`src/rtl/chan_scan_mux.sv`:
```
// N-channel registered selector: MANUAL picks a channel with sel, SCAN walks the
// enabled channels round-robin and samples each one after DWELL cycles.
module chan_scan_mux #(
    parameter int NUM_CH = 8,
    parameter int DATA_W = 8,
    parameter int DWELL  = 16,
    localparam int SEL_W = (NUM_CH > 1) ? $clog2(NUM_CH) : 1,
    localparam int CNT_W = (DWELL > 1) ? $clog2(DWELL) : 1
) (
    input  logic                     clk,
    input  logic                     rst_n,
    input  logic                     mode,
    input  logic [SEL_W-1:0]         sel,
    input  logic [NUM_CH-1:0]        ch_mask,
    input  logic [NUM_CH*DATA_W-1:0] in,
    output logic [DATA_W-1:0]        out,
    output logic [SEL_W-1:0]         out_ch,
    output logic                     out_valid,
    output logic                     scan_wrap
);

    typedef enum logic [1:0] {ST_MANUAL, ST_SCAN, ST_SCAN_IDLE} state_t;

    localparam logic [SEL_W:0]   NUM_CH_EXT = (SEL_W + 1)'(NUM_CH);
    localparam logic [SEL_W-1:0] LAST_CH    = SEL_W'(NUM_CH - 1);
    localparam logic [CNT_W-1:0] CNT_LAST   = CNT_W'(DWELL - 1);

    state_t             state_reg;
    logic [CNT_W-1:0]   cnt_reg;
    logic [SEL_W-1:0]   cur_reg;
    logic [DATA_W-1:0]  out_reg;
    logic [SEL_W-1:0]   out_ch_reg;
    logic               out_valid_reg;
    logic               scan_wrap_reg;

    logic [DATA_W-1:0]  ch_data [NUM_CH];
    logic [SEL_W-1:0]   cur_next;
    logic [SEL_W-1:0]   first_ch;
    logic               cur_en;
    logic               sel_ok;
    logic [NUM_CH-1:0]  mask_shift;

    generate
        for (genvar gi = 0; gi < NUM_CH; gi++) begin : g_unpack
            assign ch_data[gi] = in[gi*DATA_W +: DATA_W];
        end
    endgenerate

    // First enabled channel strictly above c, wrapping; returns c if it is the only one.
    function automatic logic [SEL_W-1:0] next_set(input logic [NUM_CH-1:0] m,
                                                   input logic [SEL_W-1:0] c);
        logic [SEL_W-1:0]  r;
        logic [NUM_CH-1:0] t;
        int                idx;
        r = c;
        for (int i = NUM_CH; i >= 1; i--) begin
            idx = (int'(c) + i) % NUM_CH;
            t   = m >> idx;
            if (t[0]) r = SEL_W'(idx);
        end
        return r;
    endfunction

    always_comb begin
        cur_next   = next_set(ch_mask, cur_reg);
        first_ch   = next_set(ch_mask, LAST_CH);
        mask_shift = ch_mask >> cur_reg;
        cur_en     = mask_shift[0];
        sel_ok     = ({1'b0, sel} < NUM_CH_EXT);
    end

    always_ff @(posedge clk or negedge rst_n) begin
        if (!rst_n) begin
            state_reg     <= ST_MANUAL;
            cnt_reg       <= '0;
            cur_reg       <= '0;
            out_reg       <= '0;
            out_ch_reg    <= '0;
            out_valid_reg <= 1'b0;
            scan_wrap_reg <= 1'b0;
        end else if (!mode) begin
            state_reg     <= ST_MANUAL;
            cnt_reg       <= '0;
            scan_wrap_reg <= 1'b0;
            if (sel_ok) begin
                out_reg       <= ch_data[sel];
                out_ch_reg    <= sel;
                out_valid_reg <= 1'b1;
            end else begin
                out_reg       <= '0;
                out_ch_reg    <= '0;
                out_valid_reg <= 1'b0;
            end
        end else begin
            out_valid_reg <= 1'b0;
            scan_wrap_reg <= 1'b0;
            case (state_reg)
                ST_SCAN: begin
                    if (ch_mask == '0) begin
                        state_reg <= ST_SCAN_IDLE;
                        cnt_reg   <= '0;
                    end else if (!cur_en) begin
                        // Current channel was disabled mid-dwell: skip ahead silently.
                        cur_reg <= cur_next;
                        cnt_reg <= '0;
                    end else if (cnt_reg == CNT_LAST) begin
                        out_reg       <= ch_data[cur_reg];
                        out_ch_reg    <= cur_reg;
                        out_valid_reg <= 1'b1;
                        scan_wrap_reg <= (cur_next <= cur_reg);
                        cur_reg       <= cur_next;
                        cnt_reg       <= '0;
                    end else begin
                        cnt_reg <= cnt_reg + 1'b1;
                    end
                end
                default: begin
                    cnt_reg <= '0;
                    if (ch_mask != '0) begin
                        state_reg <= ST_SCAN;
                        cur_reg   <= first_ch;
                    end else begin
                        state_reg <= ST_SCAN_IDLE;
                    end
                end
            endcase
        end
    end

    assign out       = out_reg;
    assign out_ch    = out_ch_reg;
    assign out_valid = out_valid_reg;
    assign scan_wrap = scan_wrap_reg;

endmodule
```
`config.mk`:
```
export PLATFORM = sky130hd
export DESIGN_NAME = chan_scan_mux
export DESIGN_NICKNAME = d
export VERILOG_FILES = /design/src/rtl/chan_scan_mux.sv
export SDC_FILE = /design/constraint.sdc
export NUM_CORES = 1
export LEC_CHECK = 0
export BUFFER_PORTS_ARGS = -buffer_cell sky130_fd_sc_hd__buf_2
export CAP_MARGIN = 10
export CORE_MARGIN = 8
export CORE_UTILIZATION = 30
export DETAILED_ROUTE_END_ITERATION = 8
export SETUP_SLACK_MARGIN = 0.05
export SYNTH_ARGS = -nofsm -noshare
export SYNTH_HDL_FRONTEND = slang
export SYNTH_SLANG_ARGS = --single-unit
```
`constraint.sdc`:
```
create_clock -name clk -period 8.3 [get_ports clk]
set_input_delay 0 -clock clk [delete_from_list [all_inputs] [get_ports clk]]
set_output_delay 0 -clock clk [all_outputs]
set_load 0.1 [all_outputs]
```
Word level (Yosys, flattened, before mapping)
Cells that the tools add are included.
W data, S select, Z words.
- bits in registers: 22
- logic and storage cells: 115
- add/subtract/negate cells: 9
- magnitude comparators: 3
- equal/unequal tests: 9
- shifts and indexed selects: 9
- muxes and demuxes: 55
- bitwise operators: 10
- reductions and logical operators: 13
- operators by type and width (kind ; number):
    $shr A8 B32 Y1 ; 8
    $mux W8 ; 9
    $mux W3 ; 22
    $bmux W8 S3 ; 2
    $reduce_or A3 Y1 ; 8
    $mux W4 ; 5
    $add A3 B3 Y3 const B ; 4
    $mux W2 ; 6
    $mux W1 ; 11
    $and A1 B1 Y1 const A ; 8
    $ge A4 B4 Y1 const B ; 2
    $logic_not A8 Y1 ; 1
    $not A3 Y4 ; 2
    $reduce_and A4 Y1 ; 2
    $reduce_bool A8 Y1 ; 1
    $shr A8 B3 Y1 ; 1
    $add A3 B1 Y3 const B ; 2
    $add A3 B2 Y3 const B ; 2
    $ne A2 B1 Y1 const B ; 3
    $ne A3 B3 Y1 const B ; 2
    $add A4 B1 Y4 const B ; 1
    $eq A4 B4 Y1 const B ; 1
    $ne A2 B2 Y1 const B ; 2
    $le A3 B3 Y1 ; 1
    2 further kinds ; 2

Logic depth before layout (Yosys ltp)
Gate-level depths: netlist of run 1.
- word-level depth: 18
- depth in mapped cells: 17
- depth with buffers taken out: 13

Worst setup path after synthesis of run 1
OpenSTA, ideal clock, no wires.
- path type: reg2reg
- from: register cur_reg[1]
- to: register scan_wrap_reg (netlist: scan_wrap)
- library setup time: 0.087 ns
- data arrival time: 3.423 ns
- path slack: 4.790 ns
- cell stages (with the launch flop): 18
- path buffers: 4
- cells stage by stage: dfrtp_1 buf_6 buf_2 inv_1 buf_2 ha_1 buf_4 mux4_2 a21oi_2 a22oi_1 a311oi_1 a21oi_1 nand2b_1 ha_1 a21o_1 a21oi_1 a31oi_1 nor3_1
- cells in the longest elaborated chain, start to end: 18
- elaborated cells between the ends (all ways): 47
- those cells by class: 8 x add/sub; 1 x order compare; 9 x shift; 13 x mux; 8 x bitwise; 8 x reduce/logical
- ends and longest elaborated chain (element ; line ; RTL):
    from (decl) ; 30 ; logic [SEL_W-1:0] cur_reg;
    from (signal assigned) ; 104 ; cur_reg <= cur_next;
    from (signal assigned) ; 111 ; cur_reg <= cur_next;
    from (signal assigned) ; 121 ; cur_reg <= first_ch;
    $add A3 B1 Y3 ; 57 ; idx = (int'(c) + i) % NUM_CH;
    $reduce_or A3 Y1 (no source line) ; n/a ;
    $and A1 B1 Y1 (no source line) ; n/a ;
    $shr A8 B32 Y1 ; 58 ; t = m >> idx;
    $mux W3 (8 in a row) ; 59 ; if (t[0]) r = SEL_W'(idx);
    $le A3 B3 Y1 ; 110 ; scan_wrap_reg <= (cur_next <= cur_reg);
    $mux W1 ; 106 ; end else if (cnt_reg == CNT_LAST) begin
    $mux W1 (*) ; 102 ; end else if (!cur_en) begin
    $mux W1 (*) ; 99 ; if (ch_mask == '0) begin
    $mux W1 (*) ; 97 ; case (state_reg)
    $mux W1 (*) ; 81 ; end else if (!mode) begin
    to (signal assigned) ; 110 ;
    to (decl) ; 34 ; logic scan_wrap_reg;
Every way passes the cells marked *; elsewhere a longest branch is shown, timed or not.
A chain may end at the register's enable or synchronous reset.

Worst setup path in the final report of run 1
- from: register cur_reg[0]
- to: register scan_wrap_reg (netlist: scan_wrap)
Same word-level chain as after synthesis.

==> out/metrics.yaml, run 1 <==
clock_tree:
  clkSlewWorstSetupHoldPaths_ns: 0.08
  clk_latency_ns: 0.26
  cts_buffer_depth: 2
  cts-root-buf: "clkbuf_8"
  cts_setup_buffers: 0
  cts_resized: 0
  clkSinkCount: 22
  htreeDepth: 1
  numCtsBuffers: 3
  cts_tree: "yes"
finish:
  design_area_um2: 3440
  drive_gt1_share_pct: 47.6
  largest_reg_flops: 8
  diodes: 0
  fin_cells: 467
  mostFrequentLayoutCells: "buf_2, mux4_2, nand2_1"
  final_nets: 423
  final_core_utilization_pct: 37.2
  layout_commonest_cell: "buf_2"
  area_growth_pct: 20.0
detailed_routing:
  drtIter0Drc: 253
  avgRoutedWirePerCell_um: 19.0
  drc_errors: 0
  vias: 2578
  first_pass_iters: 4
  wl_mm: 8.88
  drtAntennaViolNets: 0
  viasPerCell: 5.52
placement:
  placed_cell_area_um2: 3380
  dp_cells: 462
  gp_congestion: 0.892
  hpwl_mm: 6.88
  pre_cts_ws_ns: 4.03
  portBuffers: 90
timing:
  hold_viol: 0
  worst_slew_pin_slew_ns: 0.917
  rsz0062_at_grt: "no"
  whs_ns: 0.215
  finalSetupTns_ns: 0
  relSlewSlack_pct: 38.8
  post-route-period-util_pct: 52.1
  post-route-min-period_ns: 4.32
  setup_ws_ns: 3.98
  fmax_ghz: 0.231
  skew_ns: 0.0118
  setup_viol: 0
  maxSlewViolCount: 0
pwr:
  p_leak_nw: 1.42
  ir_worst_vdd_v: 0.000195
  switchingPower_uw: 649
  p_int_uw: 573
  pwr-share-comb_pct: 78.5
  power_frac_clock_pct: 5.6
  p_per_area_nw_per_um2: 355
  sw_frac_of_total_pct: 53.1
  pwr-share-seq_pct: 15.9
  total_power_mw: 1.22
logic_synthesis:
  synth_edf_count: 0
  synthDistinctLibCells: 54
  ys_warn_count: 0
  yosysTopAreaCellShare_pct: 34.6
  seq_area_frac_synth_pct: 19.2
  ys_ff_latch: 22
  avgSynthCellArea_um2: 11.0
  netlist_area_um2: 2870
  yosysTopAreaCell: "mux4_2"
  ys_async_sr_fraction_pct: 100
  ys.flop_type: "dfrtp_1"
  synth_area_leaders: "mux4_2, dfrtp_1, nand2_1"
  postSynthCellCount: 261
  synth.net_count: 345
global_routing:
  antenna_found_initial: 0
  grt_max_degree: 31
  grt-ovfl-total: 0
  grt_pass1_wl_mm: 14.6
  grt_usage_pct: 13.7
  grt_pass1_vias: 2842
floorplanning:
  start_util_pct: 31.0
  die_height_um: 114
  io_pins: 91
  dieArea_um2: 12900
  die_w_um: 114
  rows: 35
  core-area_um2: 9240
run:
  cap_viol_max_count: 0
critical_path:
  cp-start-kind: "register"
  path_class: "register to register"
  worst_setup_path_end_kind: "register"
  crit_fanout: 30
  arrival_ns: 4.50
  worstPathRequired_ns: 8.47
worst_hold_path:
  hp-class: "input pin to register"
run_status:
  status: "completed"
-- layer usage --
metal	GRT usage, %	routed length [µm]	vias to the layer above
li1	-	-	1206
met1	16.5	3680	1244
met2	23.7	4440	120
met3	3.86	653	8
met4	3.29	104	0
met5	0	0	-
-- what timing repair did --
| action | in CTS | in global routing |
|---|---|---|
| setup endpoints to repair | 0 | 0 |
| hold buffers | 1 | 0 |
| hold endpoints to repair | 22 | 0 |
-- final timing paths --
kind,endpoint,from,slack [ns],depth (start not counted)
max reg2reg,scan_wrap,cur_reg[0],3.98,13
min in group asynchronous,out[7],rst_n,0.25,2
max,scan_wrap,cur_reg[0],3.98,13
min,state_reg[1],mode,0.22,2
min reg2reg,cnt_reg[0],cnt_reg[0],0.49,1
max in group asynchronous,cur_reg[0],rst_n,7.68,2
-- power groups by stage --
| stage | sequential, mW | clock [mW] | combinational (mW) |
|---|---|---|---|
| global route | 0.205 | 0.0752 | 1.04 |
| global placement | 0.196 | 0 | 0.940 |
| detailed placement | 0.198 | 0 | 0.952 |
| finish | 0.195 | 0.0680 | 0.960 |
| CTS | 0.197 | 0.0708 | 0.957 |
| floorplan | 0.276 | 0 | 0.704 |
-- synthesized netlist by cell type, types with 2 or more instances --
master     n
dfrtp_1   22
nor3_1     4
a211oi_1  10
nor4_1     2
o21ai_0    4
inv_2      2
nand2_1   31
buf_2      6
xor2_1     3
nor2_1     8
buf_6      2
o21a_1     3
xnor2_1    3
mux4_2    44
ha_1       6
a31oi_1   11
mux2i_1    5
nand3_1    6
a21oi_1   10
nor2b_1   12
mux2_2     8
a221o_1    5
and3_1     4
inv_1      9
buf_1      3
buf_4      3
nand2b_1   3
clkbuf_1   6
-- layout make-up --
cell class | count | area, µm²
Timing Repair Buffer | 93 | 475
Inverter | 11 | 41.3
Fill cell | 938 | 5800
Sequential cell | 22 | 552
Tap cell | 129 | 161
Clock buffer | 4 | 45.0
Multi-Input combinational cell | 208 | 2160
-- logic make-up after synthesis --
| group | count (synthesis) | share of synthesized area, % |
|---|---|---|
| AND/OR/NAND/NOR | 74 | 12.8 |
| AO/OA/AOI/OAI | 62 | 17.2 |
| multiplexers | 60 | 41.1 |
| buffers and inverters | 31 | 5.24 |
| flip-flops | 22 | 19.2 |
| XOR/XNOR | 6 | 1.83 |
| adder cells (fa/ha/maj) | 6 | 2.62 |
-- critical path: stages (launching register included) --
cell      delay, ns
dfrtp_2        0.98
inv_1          0.27
ha_1           0.60
mux4_2         0.67
a21oi_2        0.24
a22oi_1        0.11
a311oi_1       0.31
a21oi_1        0.11
nand2b_1       0.15
ha_1           0.30
a21o_1         0.17
a21oi_1        0.14
a31oi_1        0.06
nor3_1         0.12
Power figures use the tool's default switching activity.
==> run 2: changes to the inputs <==
clock period = 4.4 ns   (was 8.3 ns; I/O delays follow)
==> run 2 against run 1 <==
Compared with the run above: worst setup slack worse by 3.1 ns; design area up 1.2%; combinational power is 95% higher; worst hold slack worse by 0.0036 ns.
==> out/metrics.yaml, run 2 (synthesis results as in run 1) <==
critical_path:
  cp-start-kind: "register"  # unchanged
  arrival_ns: 3.71  # was 4.50 ns
  crit_family: "compound AO/OA/AOI/OAI gates"  # unchanged
  crit_fanout: 9  # was 30
  max_stage_delay_ns: 0.65  # was 0.98 ns
  worstPathBufferInverterCount: 1  # unchanged
  worst_setup_path_end_kind: "register"  # unchanged
  critPathSlowestCell: "mux4_2"  # was dfrtp_2
  worstPathRequired_ns: 4.58  # was 8.47 ns
  cp_cell_sequence: "inv_1 -> ha_1 -> mux4_2 -> a21oi_2 -> a22oi_1 -> a311oi_1 -> a21oi_1 -> nand2b_1 -> ha_1 -> a21o_1 -> a21oi_1 -> a31oi_1 -> nor3_1"  # unchanged
  path_class: "register to register"  # unchanged
floorplanning:
  io_pins: 91  # unchanged
  core-area_um2: 9240  # unchanged
  rows: 35  # unchanged
  die_w_um: 114  # unchanged
  start_util_pct: 31.0  # unchanged
  dieArea_um2: 12900  # unchanged
  die_height_um: 114  # unchanged
detailed_routing:
  viasPerCell: 5.55  # was 5.52
  avgRoutedWirePerCell_um: 18.6  # was 19.0 µm
  wl_mm: 8.70  # was 8.88 mm
  drtAntennaViolNets: 0  # unchanged
  drtIter0Drc: 216  # was 253
  drc_errors: 0  # unchanged
  vias: 2602  # was 2,578
  first_pass_iters: 4  # unchanged
global_routing:
  grt_max_degree: 30  # was 31
  grt_pass1_wl_mm: 14.7  # was 14.6 mm
  grt_pass1_vias: 2939  # was 2,842
  antenna_found_initial: 0  # unchanged
  grt-ovfl-total: 0  # unchanged
  grt_usage_pct: 14.0  # was 13.7%
timing:
  rsz0062_at_grt: "no"  # unchanged
  worst_slew_pin_slew_ns: 0.583  # was 0.917 ns
  hold_viol: 0  # unchanged
  relSlewSlack_pct: 61.1  # was 38.8%
  post-route-min-period_ns: 3.53  # was 4.32 ns
  skew_ns: 0.0109  # was 0.0118 ns
  setup_viol: 0  # unchanged
  fmax_ghz: 0.283  # was 0.231 GHz
  maxSlewViolCount: 0  # unchanged
  post-route-period-util_pct: 80.2  # was 52.1%
  finalSetupTns_ns: 0  # unchanged
pwr:
  p_per_area_nw_per_um2: 678  # was 355 nW/µm²
  ir_worst_vdd_v: 0.000414  # was 0.000195 V
  p_leak_nw: 1.44  # was 1.42 nW
finish:
  fill_cells: 926  # was 938
  drive_gt1_share_pct: 48.2  # was 47.6%
  fin_cells: 469  # was 467
  area_growth_pct: 21.5  # was 20.0%
  final_nets: 425  # was 423
  mostFrequentLayoutCells: "buf_2, mux4_2, nand2_1"  # unchanged
  layout_commonest_cell: "buf_2"  # unchanged
  diodes: 0  # unchanged
  largest_reg_flops: 8  # unchanged
clock_tree:
  numCtsBuffers: 3  # unchanged
  cts_tree: "yes"  # unchanged
  clkSlewWorstSetupHoldPaths_ns: 0.09  # was 0.08 ns
  cts-root-buf: "clkbuf_8"  # unchanged
  cts_setup_buffers: 0  # unchanged
  cts_buffer_depth: 2  # unchanged
  clk_latency_ns: 0.27  # was 0.26 ns
  clkSinkCount: 22  # unchanged
  htreeDepth: 1  # unchanged
run:
  cap_viol_max_count: 0  # unchanged
placement:
  hpwl_mm: 6.86  # was 6.88 mm
  portBuffers: 90  # unchanged
  gp_congestion: 0.852  # was 0.892
  dp_cells: 464  # was 462
run_status:
  status: "completed"  # unchanged
worst_hold_path:
  hp-class: "input pin to register"  # unchanged
run 2: cell count changes in the layout (fill, tap and decap cells not counted), sizes merged:
| cell | change |
|---|---|
| buf | +2 |
| bufinv | +1 |
| clkbuf | -1 |
run 2: worst register-to-register path, cell delays in order (launching register included):
cell      delay (ns)
dfrtp_2         0.36
inv_1           0.10
ha_1            0.55
mux4_2          0.65
a21oi_2         0.25
a22oi_1         0.12
a311oi_1        0.38
a21oi_1         0.12
nand2b_1        0.16
ha_1            0.29
a21o_1          0.16
a21oi_1         0.14
a31oi_1         0.06
nor3_1          0.12
run 2: worst paths after layout:
check | slack [ns] | endpoint | cells after the start | from
worst max-delay path | 0.87 | scan_wrap | 13 | cur_reg[0]
worst max register to register | 0.87 | scan_wrap | 13 | cur_reg[0]
worst min-delay path | 0.21 | state_reg[1] | 2 | mode
worst min register to register | 0.48 | cnt_reg[0] | 1 | cnt_reg[0]
min in group asynchronous | 0.24 | cur_reg[1] | 2 | rst_n
max in group asynchronous | 3.81 | cur_reg[0] | 2 | rst_n
run 2: per-stage QoR:
stage / instance area, µm² / hold WS, ns / total power, mW / setup slack, ns / utilization [%]
after floorplan: 2870 / -0.296 / 1.85 / 0.890 / -
after global placement: 3400 / -0.00231 / 2.14 / 1.05 / 36.8
after detailed placement: 3400 / 0.00279 / 2.17 / 0.975 / 36.8
after CTS: 3480 / 0.200 / 2.37 / 0.928 / 37.7
after global routing: 3480 / 0.232 / 2.54 / 0.663 / 37.7
final: 3480 / 0.211 / 2.36 / 0.872 / 37.7
run 2: routing by layer:
| metal | GRT usage [%] | up-vias | part of all wire [%] |
|---|---|---|---|
| li1 | - | 1205 | - |
| met1 | 16.2 | 1265 | 41 |
| met5 | 0 | - | 0 |
| met2 | 24.8 | 116 | 50 |
| met4 | 4.00 | 0 | 2.0 |
| met3 | 3.43 | 16 | 6.9 |
run 2: layout make-up:
cell class / count / area, µm² / area share, %
clock buffers: 3 / 41.3 / 1.19
clock inverters: 1 / 30.0 / 0.863
inverters: 11 / 41.3 / 1.19
multi-input cells: 208 / 2160 / 62.2
flip-flops and latches: 22 / 552 / 15.9
well taps: 129 / 161 / 4.64
repair buffers: 95 / 490 / 14.1
run 2: what timing repair did:
item | CTS | global route
endpoints found under the hold margin | 22 | 0
resized for setup | 0 | 0
hold buffers | 1 | 0
run 2: where the power goes:
part           internal (mW)  total (mW)  switching [mW]  leakage (nW)
sequential             0.251       0.297          0.0451         0.271
clock                  0.122       0.190          0.0680        0.0357
combinational          0.772        1.87            1.10          1.14
